**config.mk**
```make
export PLATFORM = sky130hd
export DESIGN_NAME = save_wr_engine
export DESIGN_NICKNAME = d
export VERILOG_FILES = /design/src/rtl/save_wr_engine_pkg.sv /design/src/rtl/save_rd_fifo.sv /design/src/rtl/save_wr_engine.sv
export SDC_FILE = /design/constraint.sdc
export NUM_CORES = 1
export LEC_CHECK = 0
export CORE_UTILIZATION = 45
export CTS_BUF_LIST = sky130_fd_sc_hd__clkbuf_16
export CTS_CLUSTER_DIAMETER = 50
export DETAILED_ROUTE_END_ITERATION = 8
export DONT_BUFFER_PORTS = 1
export GPL_TIMING_DRIVEN = 0
export PLACE_DENSITY = 0.69
export SETUP_SLACK_MARGIN = 0.5
export SLEW_MARGIN = 20
export SYNTH_ARGS = -nofsm -noshare
export SYNTH_HDL_FRONTEND = slang
export SYNTH_SLANG_ARGS = --single-unit
```
**constraint.sdc**
```tcl
create_clock -name clk -period 15.6 [get_ports clk]
set_clock_uncertainty 0.05 [all_clocks]
set_input_delay 3.12 -clock clk [delete_from_list [all_inputs] [get_ports clk]]
set_output_delay 3.12 -clock clk [all_outputs]
set_load 0.02 [all_outputs]
```
**src/rtl/save_wr_engine_pkg.sv**
```systemverilog
// Shared types and default widths for the save path (parser and write engine).
// FSM encoding, AXI-style response codes and the bus widths both stages agree on.
package save_wr_engine_pkg;

    localparam int BID_W       = 6;
    localparam int ADDR_W      = 12;
    localparam int OFFSET_W    = 4;
    localparam int LINE_SIZE_W = 12;
    localparam int ALL_SIZE_W  = 16;
    localparam int DDR_ADDR_W  = 32;

    localparam logic [1:0] BRESP_OKAY = 2'b00;

    typedef enum logic [2:0] {
        ST_IDLE,
        ST_CMD,
        ST_DATA,
        ST_RESP,
        ST_DONE
    } state_t;

endpackage

```
**src/rtl/save_rd_fifo.sv**
```systemverilog
// Synchronous read-data buffer between the bank read port and the DDR write channel.
// Depth need not be a power of two; pointers wrap explicitly.
module save_rd_fifo #(
    parameter int W     = 128,
    parameter int DEPTH = 4
) (
    input  logic                         clk,
    input  logic                         rst,
    input  logic                         i_push,
    input  logic [W-1:0]                 i_wdata,
    input  logic                         i_pop,
    output logic [W-1:0]                 o_rdata,
    output logic                         o_empty,
    output logic [$clog2(DEPTH+1)-1:0]   o_count
);

    localparam int CW = $clog2(DEPTH+1);
    localparam int AW = (DEPTH > 1) ? $clog2(DEPTH) : 1;

    logic [W-1:0]  r_mem [DEPTH];
    logic [AW-1:0] r_wp;
    logic [AW-1:0] r_rp;
    logic [CW-1:0] r_cnt;
    logic          w_push;
    logic          w_pop;

    assign w_push  = i_push && (r_cnt != CW'(DEPTH));
    assign w_pop   = i_pop && (r_cnt != '0);
    assign o_rdata = r_mem[r_rp];
    assign o_empty = (r_cnt == '0);
    assign o_count = r_cnt;

    function automatic logic [AW-1:0] nxt(input logic [AW-1:0] p);
        return (p == AW'(DEPTH-1)) ? '0 : p + AW'(1);
    endfunction

    always_ff @(posedge clk) begin
        if (w_push) r_mem[r_wp] <= i_wdata;
    end

    always_ff @(posedge clk) begin
        if (rst) begin
            r_wp  <= '0;
            r_rp  <= '0;
            r_cnt <= '0;
        end else begin
            if (w_push) r_wp <= nxt(r_wp);
            if (w_pop)  r_rp <= nxt(r_rp);
            unique case ({w_push, w_pop})
                2'b10:   r_cnt <= r_cnt + CW'(1);
                2'b01:   r_cnt <= r_cnt - CW'(1);
                default: r_cnt <= r_cnt;
            endcase
        end
    end

endmodule

```
**src/rtl/save_wr_engine.sv**
```systemverilog
// Save execution stage: reads bank lines and writes each as one DDR burst.
// Define SAVE_WR_RESP_CHK_EN to add the sticky wr_err response-error flag.
module save_wr_engine #(
    parameter int BID_W       = save_wr_engine_pkg::BID_W,
    parameter int ADDR_W      = save_wr_engine_pkg::ADDR_W,
    parameter int OFFSET_W    = save_wr_engine_pkg::OFFSET_W,
    parameter int LINE_SIZE_W = save_wr_engine_pkg::LINE_SIZE_W,
    parameter int ALL_SIZE_W  = save_wr_engine_pkg::ALL_SIZE_W,
    parameter int DDR_ADDR_W  = save_wr_engine_pkg::DDR_ADDR_W,
    parameter int DATA_W      = 128,
    parameter int RD_LAT      = 1,
    parameter int FIFO_DEPTH  = 4
) (
    input  logic                   clk,
    input  logic                   rst,
    input  logic                   start,
    input  logic                   zero_ddr_step,
    input  logic [BID_W-1:0]       cfg_bank_id,
    input  logic [ADDR_W-1:0]      cfg_bank_addr,
    input  logic [ADDR_W-1:0]      cfg_bank_step,
    input  logic [OFFSET_W-1:0]    cfg_bank_offset,
    input  logic [LINE_SIZE_W-1:0] cfg_line_size,
    input  logic [ALL_SIZE_W-1:0]  cfg_total_size,
    input  logic [ALL_SIZE_W-1:0]  cfg_ddr_step,
    input  logic [DDR_ADDR_W-1:0]  cfg_ddr_addr,
    output logic                   bank_rd_en,
    output logic [BID_W-1:0]       bank_rd_id,
    output logic [ADDR_W-1:0]      bank_rd_addr,
    output logic [OFFSET_W-1:0]    bank_rd_lane,
    input  logic [DATA_W-1:0]      bank_rd_data,
    output logic                   aw_valid,
    input  logic                   aw_ready,
    output logic [DDR_ADDR_W-1:0]  aw_addr,
    output logic [LINE_SIZE_W-1:0] aw_len,
    output logic                   w_valid,
    input  logic                   w_ready,
    output logic [DATA_W-1:0]      w_data,
    output logic                   w_last,
    input  logic                   b_valid,
    output logic                   b_ready,
    input  logic [1:0]             b_resp,
    output logic                   busy,
    output logic                   wr_done
`ifdef SAVE_WR_RESP_CHK_EN
    ,
    output logic                   wr_err
`endif
);

    import save_wr_engine_pkg::*;

    localparam int BPW = DATA_W / 8;
    localparam int CW  = $clog2(FIFO_DEPTH+1);
    localparam int CW1 = CW + 1;

    state_t r_state;
    state_t w_next;

    logic [BID_W-1:0]       r_bank_id;
    logic [OFFSET_W-1:0]    r_lane;
    logic [ADDR_W-1:0]      r_bank_step;
    logic [ADDR_W-1:0]      r_bank_base;
    logic [ADDR_W-1:0]      r_rd_addr;
    logic [DDR_ADDR_W-1:0]  r_ddr_addr;
    logic [DDR_ADDR_W-1:0]  r_ddr_stride;
    logic [ALL_SIZE_W-1:0]  r_line;
    logic [ALL_SIZE_W-1:0]  r_rem;
    logic [ALL_SIZE_W-1:0]  r_rd_left;
    logic [ALL_SIZE_W-1:0]  r_wr_left;
    logic [LINE_SIZE_W-1:0] r_aw_len;
    logic [RD_LAT-1:0]      r_pipe;
    logic [CW-1:0]          r_infl;

    logic [ALL_SIZE_W-1:0]  w_eff;
    logic [ALL_SIZE_W-1:0]  w_first;
    logic [ALL_SIZE_W-1:0]  w_nlen;
    logic                   w_rd_en;
    logic                   w_ret;
    logic                   w_pop;
    logic                   w_fifo_empty;
    logic [CW-1:0]          w_cnt;
    logic [DATA_W-1:0]      w_fifo_q;
    logic                   w_take;
    logic                   w_adv;

    assign w_eff   = (cfg_line_size == '0) ? cfg_total_size
                                           : ALL_SIZE_W'(cfg_line_size);
    assign w_first = (cfg_total_size < w_eff) ? cfg_total_size : w_eff;
    assign w_nlen  = (r_rem < r_line) ? r_rem : r_line;
    assign w_ret   = r_pipe[RD_LAT-1];
    assign w_take  = (r_state == ST_IDLE) && start;
    assign w_adv   = (r_state == ST_RESP) && b_valid && (r_rem != '0);

    // Credit check counts reads still in the bank pipeline so the FIFO can't overflow.
    assign w_rd_en = (r_state == ST_DATA) && (r_rd_left != '0)
                  && ((CW1'(w_cnt) + CW1'(r_infl)) < CW1'(FIFO_DEPTH));

    assign w_valid      = (r_state == ST_DATA) && !w_fifo_empty;
    assign w_pop        = w_valid && w_ready;
    assign w_data       = w_valid ? w_fifo_q : '0;
    assign w_last       = w_valid && (r_wr_left == ALL_SIZE_W'(1));
    assign aw_valid     = (r_state == ST_CMD);
    assign aw_addr      = r_ddr_addr;
    assign aw_len       = r_aw_len;
    assign b_ready      = (r_state == ST_RESP);
    assign wr_done      = (r_state == ST_DONE);
    assign busy         = (r_state != ST_IDLE);
    assign bank_rd_en   = w_rd_en;
    assign bank_rd_id   = r_bank_id;
    assign bank_rd_addr = r_rd_addr;
    assign bank_rd_lane = r_lane;

    save_rd_fifo #(
        .W     (DATA_W),
        .DEPTH (FIFO_DEPTH)
    ) u_fifo (
        .clk     (clk),
        .rst     (rst),
        .i_push  (w_ret),
        .i_wdata (bank_rd_data),
        .i_pop   (w_pop),
        .o_rdata (w_fifo_q),
        .o_empty (w_fifo_empty),
        .o_count (w_cnt)
    );

    always_ff @(posedge clk) begin
        if (rst) r_state <= ST_IDLE;
        else     r_state <= w_next;
    end

    always_comb begin
        w_next = r_state;
        unique case (r_state)
            ST_IDLE: if (start)
                         w_next = (cfg_total_size == '0) ? ST_DONE : ST_CMD;
            ST_CMD:  if (aw_ready) w_next = ST_DATA;
            ST_DATA: if (w_pop && (r_wr_left == ALL_SIZE_W'(1)))
                         w_next = ST_RESP;
            ST_RESP: if (b_valid)
                         w_next = (r_rem == '0) ? ST_DONE : ST_CMD;
            ST_DONE: w_next = ST_IDLE;
            default: w_next = ST_IDLE;
        endcase
    end

    always_ff @(posedge clk) begin
        if (rst) begin
            r_bank_id    <= '0;
            r_lane       <= '0;
            r_bank_step  <= '0;
            r_bank_base  <= '0;
            r_rd_addr    <= '0;
            r_ddr_addr   <= '0;
            r_ddr_stride <= '0;
            r_line       <= '0;
            r_rem        <= '0;
            r_rd_left    <= '0;
            r_wr_left    <= '0;
            r_aw_len     <= '0;
            r_pipe       <= '0;
            r_infl       <= '0;
        end else begin
            r_pipe <= RD_LAT'({r_pipe, w_rd_en});
            r_infl <= r_infl + CW'(w_rd_en) - CW'(w_ret);
            if (w_take) begin
                r_bank_id    <= cfg_bank_id;
                r_lane       <= cfg_bank_offset;
                r_bank_step  <= cfg_bank_step;
                r_bank_base  <= cfg_bank_addr;
                r_rd_addr    <= cfg_bank_addr;
                r_ddr_addr   <= cfg_ddr_addr;
                r_ddr_stride <= zero_ddr_step
                              ? DDR_ADDR_W'(w_eff) * DDR_ADDR_W'(BPW)
                              : DDR_ADDR_W'(cfg_ddr_step);
                r_line       <= w_eff;
                r_rem        <= cfg_total_size - w_first;
                r_rd_left    <= w_first;
                r_wr_left    <= w_first;
                r_aw_len     <= LINE_SIZE_W'(w_first - ALL_SIZE_W'(1));
            end
            if (w_rd_en) begin
                r_rd_addr <= r_rd_addr + ADDR_W'(1);
                r_rd_left <= r_rd_left - ALL_SIZE_W'(1);
            end
            if (w_pop) r_wr_left <= r_wr_left - ALL_SIZE_W'(1);
            // Next line: advance both running bases, no multiplies.
            if (w_adv) begin
                r_bank_base <= r_bank_base + r_bank_step;
                r_rd_addr   <= r_bank_base + r_bank_step;
                r_ddr_addr  <= r_ddr_addr + r_ddr_stride;
                r_rd_left   <= w_nlen;
                r_wr_left   <= w_nlen;
                r_rem       <= r_rem - w_nlen;
                r_aw_len    <= LINE_SIZE_W'(w_nlen - ALL_SIZE_W'(1));
            end
        end
    end

`ifdef SAVE_WR_RESP_CHK_EN
    logic r_wr_err;

    always_ff @(posedge clk) begin
        if (rst || w_take)
            r_wr_err <= 1'b0;
        else if (b_valid && b_ready && (b_resp != BRESP_OKAY))
            r_wr_err <= 1'b1;
    end

    assign wr_err = r_wr_err;
`else
    logic w_unused_bresp;
    assign w_unused_bresp = ^b_resp;
`endif

endmodule

```
==> qor.txt <==
Rows: 98
Worst Path Max Fanout: 10
r2r setup slk: 9660 ps
status: finished, final reports clean
Avg WL per Cell: 28.0 um
Startpoint Class: input port
Die H: 272 um
post-synthesis mux area share: 9.11%
max incr delay on CP: 980 ps
Cells after DPL: 3,606
pre-CTS setup slack: 4450 ps
fmax: 92.1 MHz
flops & latches, synth: 702
Synth Flop Type: edfxtp_1
adder-cell area share of the yosys netlist: 3.98%
worst reg-to-reg path cell count: 14
Buf/Inv on CP: 8
layout cells sized above 1: 10.4%
worst r2r src: r_state[1]$_SDFFE_PP0P_
TNS Setup: 0 ps
first-pass GRT wire length: 152,000 um
Root Buffer: clkbuf_16
Finish-stage setup viols: 0
clk_lat worst skew: 640 ps
RSZ-0062 raised after global routing: false
1st-pass router iterations: 8
fillers: 5,997
TritonCTS Buffers: 87
Synth Area in Compound Gates: 10.7%
total gr overflow: 0
yosys warns: 0
Layout area overhead: 13.2%
CTS sink cnt: 702
hold path depth: 2
# port buffers: 0
CP top delay family: compound AO/OA/AOI/OAI gates
Syn Nets: 2,986
worst r2r dst: aw_len[4]$_SDFFE_PP0P_
Initial Util: 45.6%
synth unique cells: 72
Routed Antenna Nets: 0
Final period util: 69.6%
Die Width: 272 um
IR drop worst, VDD: 0.111 mV
final instance area: 0.0370 mm2
largest family of logic cells by synthesized area: simple AND/OR/NAND/NOR gates
Layout Utilization: 51.6%
IO Pins: 448
Post-Synth XOR/XNOR Area: 2.28%
max-slew violation total from the final report: 0
Ant. Diodes: 0
vias in the first global route: 23,472
DR iter-0 viols: 2,257
Setup CP Type: in2reg
Routed WL: 105,000 um
dpl cell area: 0.0342 mm2
post-CTS sizing: 0
Seq/Total Area, Yosys: 58.7%
post-DP HPWL: 76,300 um
CTS H-tree depth: 3
syn avg cell area: 12.4 um2
Vias: 23,291
number of flops mapped to enable cells by yosys: 512
clock-pin transition on the worst setup and hold timing paths: 50 ps
GRT Resource Usage Total: 28.0%
HP Class: reg2reg
worst-margin pin slew: 1260 ps
Vias per Instance: 6.20
DR DRC count: 0
CTS tree: built
Final Instance Count excl. Fillers: 3,758
Placer Congestion: 1.01
Worst Path Required: 16,010 ps
crit path DAT: 11,270 ps
Leak: 12.6 nW
worst hold path endpoint: r_ddr_stride[16]$_SDFFE_PP0P_
final worst slack: 4740 ps
CORE AREA: 0.0717 mm2
initial antenna violation count: 1
ys async rst share: 0%
Cells after Synth: 2,642
simple-gate portion of the synthesized area: 12.8%
Slew HR: 15.4%
Setup crit end kind: register
Critical Path Stages: 27
PwrDens: 151 mW/mm2
cts hold-fix bufs: 0
post-CTS setup-driven buffer insertion count: 0
Fin. Hold Viols: 0
largest net degree at the start of global routing: 44
die area: 0.0737 mm2
beginning of the worst hold path: r_ddr_stride[16]$_SDFFE_PP0P_
Post-Syn Area: 0.0327 mm2
CTS max path bufs: 3
Slowest-stage cell, CP: o21ai_0
Final min period: 10,860 ps
# Max-Cap Violations: 0
Nets: 3,089
==> area by class of cell <==
class	count	area, um2	area share, %
buffer	148	574	1.55
sequential	702	19200	51.8
tap	950	1190	3.21
inverter	69	259	0.700
timing repair buffer	14	280	0.757
clock buffer	87	2180	5.88
clock inverter	65	663	1.79
multi-input combinational	1723	12700	34.3
==> where the power goes <==
group / internal [mW] / switching, mW / leakage (nW) / total (mW)
combinational: 0.440 / 0.820 / 5.03 / 1.26
clock: 1.13 / 0.825 / 1.42 / 1.96
sequential: 2.15 / 0.205 / 6.17 / 2.35
==> cells in the final DEF (no fill, tap or decap), types with 19 or more instances in the layout <==
cell type	synthesis	final
nor2b_1	25	25
ha_1	91	91
edfxtp_1	512	512
nor2_1	243	243
buf_1	28	28
and2_1	140	140
a31oi_1	22	22
nand2b_1	25	25
clkbuf_1	115	114
xor2_1	38	38
inv_1	69	82
o211ai_1	36	36
xnor2_1	47	47
a211oi_1	64	64
nor3_1	59	59
dfxtp_1	190	190
nor4_1	24	24
mux4_2	128	128
nand3_1	36	36
nand2_1	220	220
o21ai_0	73	73
or3_1	19	19
a21o_1	30	30
a21oi_1	195	195
clkbuf_16	0	87
a311oi_1	34	34
==> synthesized netlist by cell type (24+ instances only) <==
| cell type | count | area, um2 |
|---|---|---|
| a211oi_1 | 64 | 480 |
| a21o_1 | 30 | 225 |
| a21oi_1 | 195 | 976 |
| a311oi_1 | 34 | 298 |
| and2_1 | 140 | 876 |
| buf_1 | 28 | 105 |
| clkbuf_1 | 115 | 432 |
| dfxtp_1 | 190 | 3800 |
| edfxtp_1 | 512 | 15400 |
| ha_1 | 91 | 1140 |
| inv_1 | 69 | 259 |
| mux4_2 | 128 | 2880 |
| nand2_1 | 220 | 826 |
| nand2b_1 | 25 | 156 |
| nand3_1 | 36 | 180 |
| nor2_1 | 243 | 912 |
| nor2b_1 | 25 | 156 |
| nor3_1 | 59 | 295 |
| nor4_1 | 24 | 150 |
| o211ai_1 | 36 | 270 |
| o21ai_0 | 73 | 365 |
| xnor2_1 | 47 | 412 |
| xor2_1 | 38 | 333 |
==> tightest hold or removal path, stage by stage, from the launching register on <==
cell,delay (ps)
dfxtp_1,310
nand2_1,50
a21oi_1,50
==> flip-flops by register name, summed over array words and instances (netlist names), 16 cells and up, named ones only <==
signal and cells:
r_wr_left 16, u_fifo.r_mem 512, aw_addr 32, r_line 16, r_ddr_stride 20, r_rem 16, r_rd_left 16
==> cell families after synthesis <==
logic type	after synthesis
adder cells (fa/ha/maj)	101
buffers and inverters	217
flip-flops	702
XOR/XNOR	85
AND/OR/NAND/NOR	862
AO/OA/AOI/OAI	538
multiplexers	137
==> metrics by stage <==
| step | power (mW) | hold slack, ps |
|---|---|---|
| 3_3_place_gp | 3.57 | 396 |
| 6_report | 5.57 | 411 |
| 5_1_grt | 5.78 | 428 |
| 4_1_cts | 5.56 | 408 |
| 2_1_floorplan | 3.18 | 386 |
| 3_5_place_dp | 3.60 | 401 |
==> how the worst max path moves through the flow <==
stage,start,slack (ps),end
CTS,cfg_line_size[0],5090,r_rem[6]$_SDFFE_PP0P_
global placement,cfg_line_size[0],4390,r_rem[6]$_SDFFE_PP0P_
global route,cfg_line_size[0],4640,r_rem[6]$_SDFFE_PP0P_
finish,cfg_line_size[0],4740,r_rem[6]$_SDFFE_PP0P_
floorplan,cfg_line_size[0],6550,r_rem[14]$_SDFFE_PP0P_
detailed placement,cfg_line_size[0],4450,r_rem[6]$_SDFFE_PP0P_
==> metal layers <==
metal	GRT usage, %	wire [um]	vias up
li1	-	-	10180
met4	15.6	6280	0
met5	0	0	-
met2	45.7	50400	1196
met1	32.4	38000	11592
met3	9.38	10500	323
No activity file was read; power rests on OpenSTA's default activity.
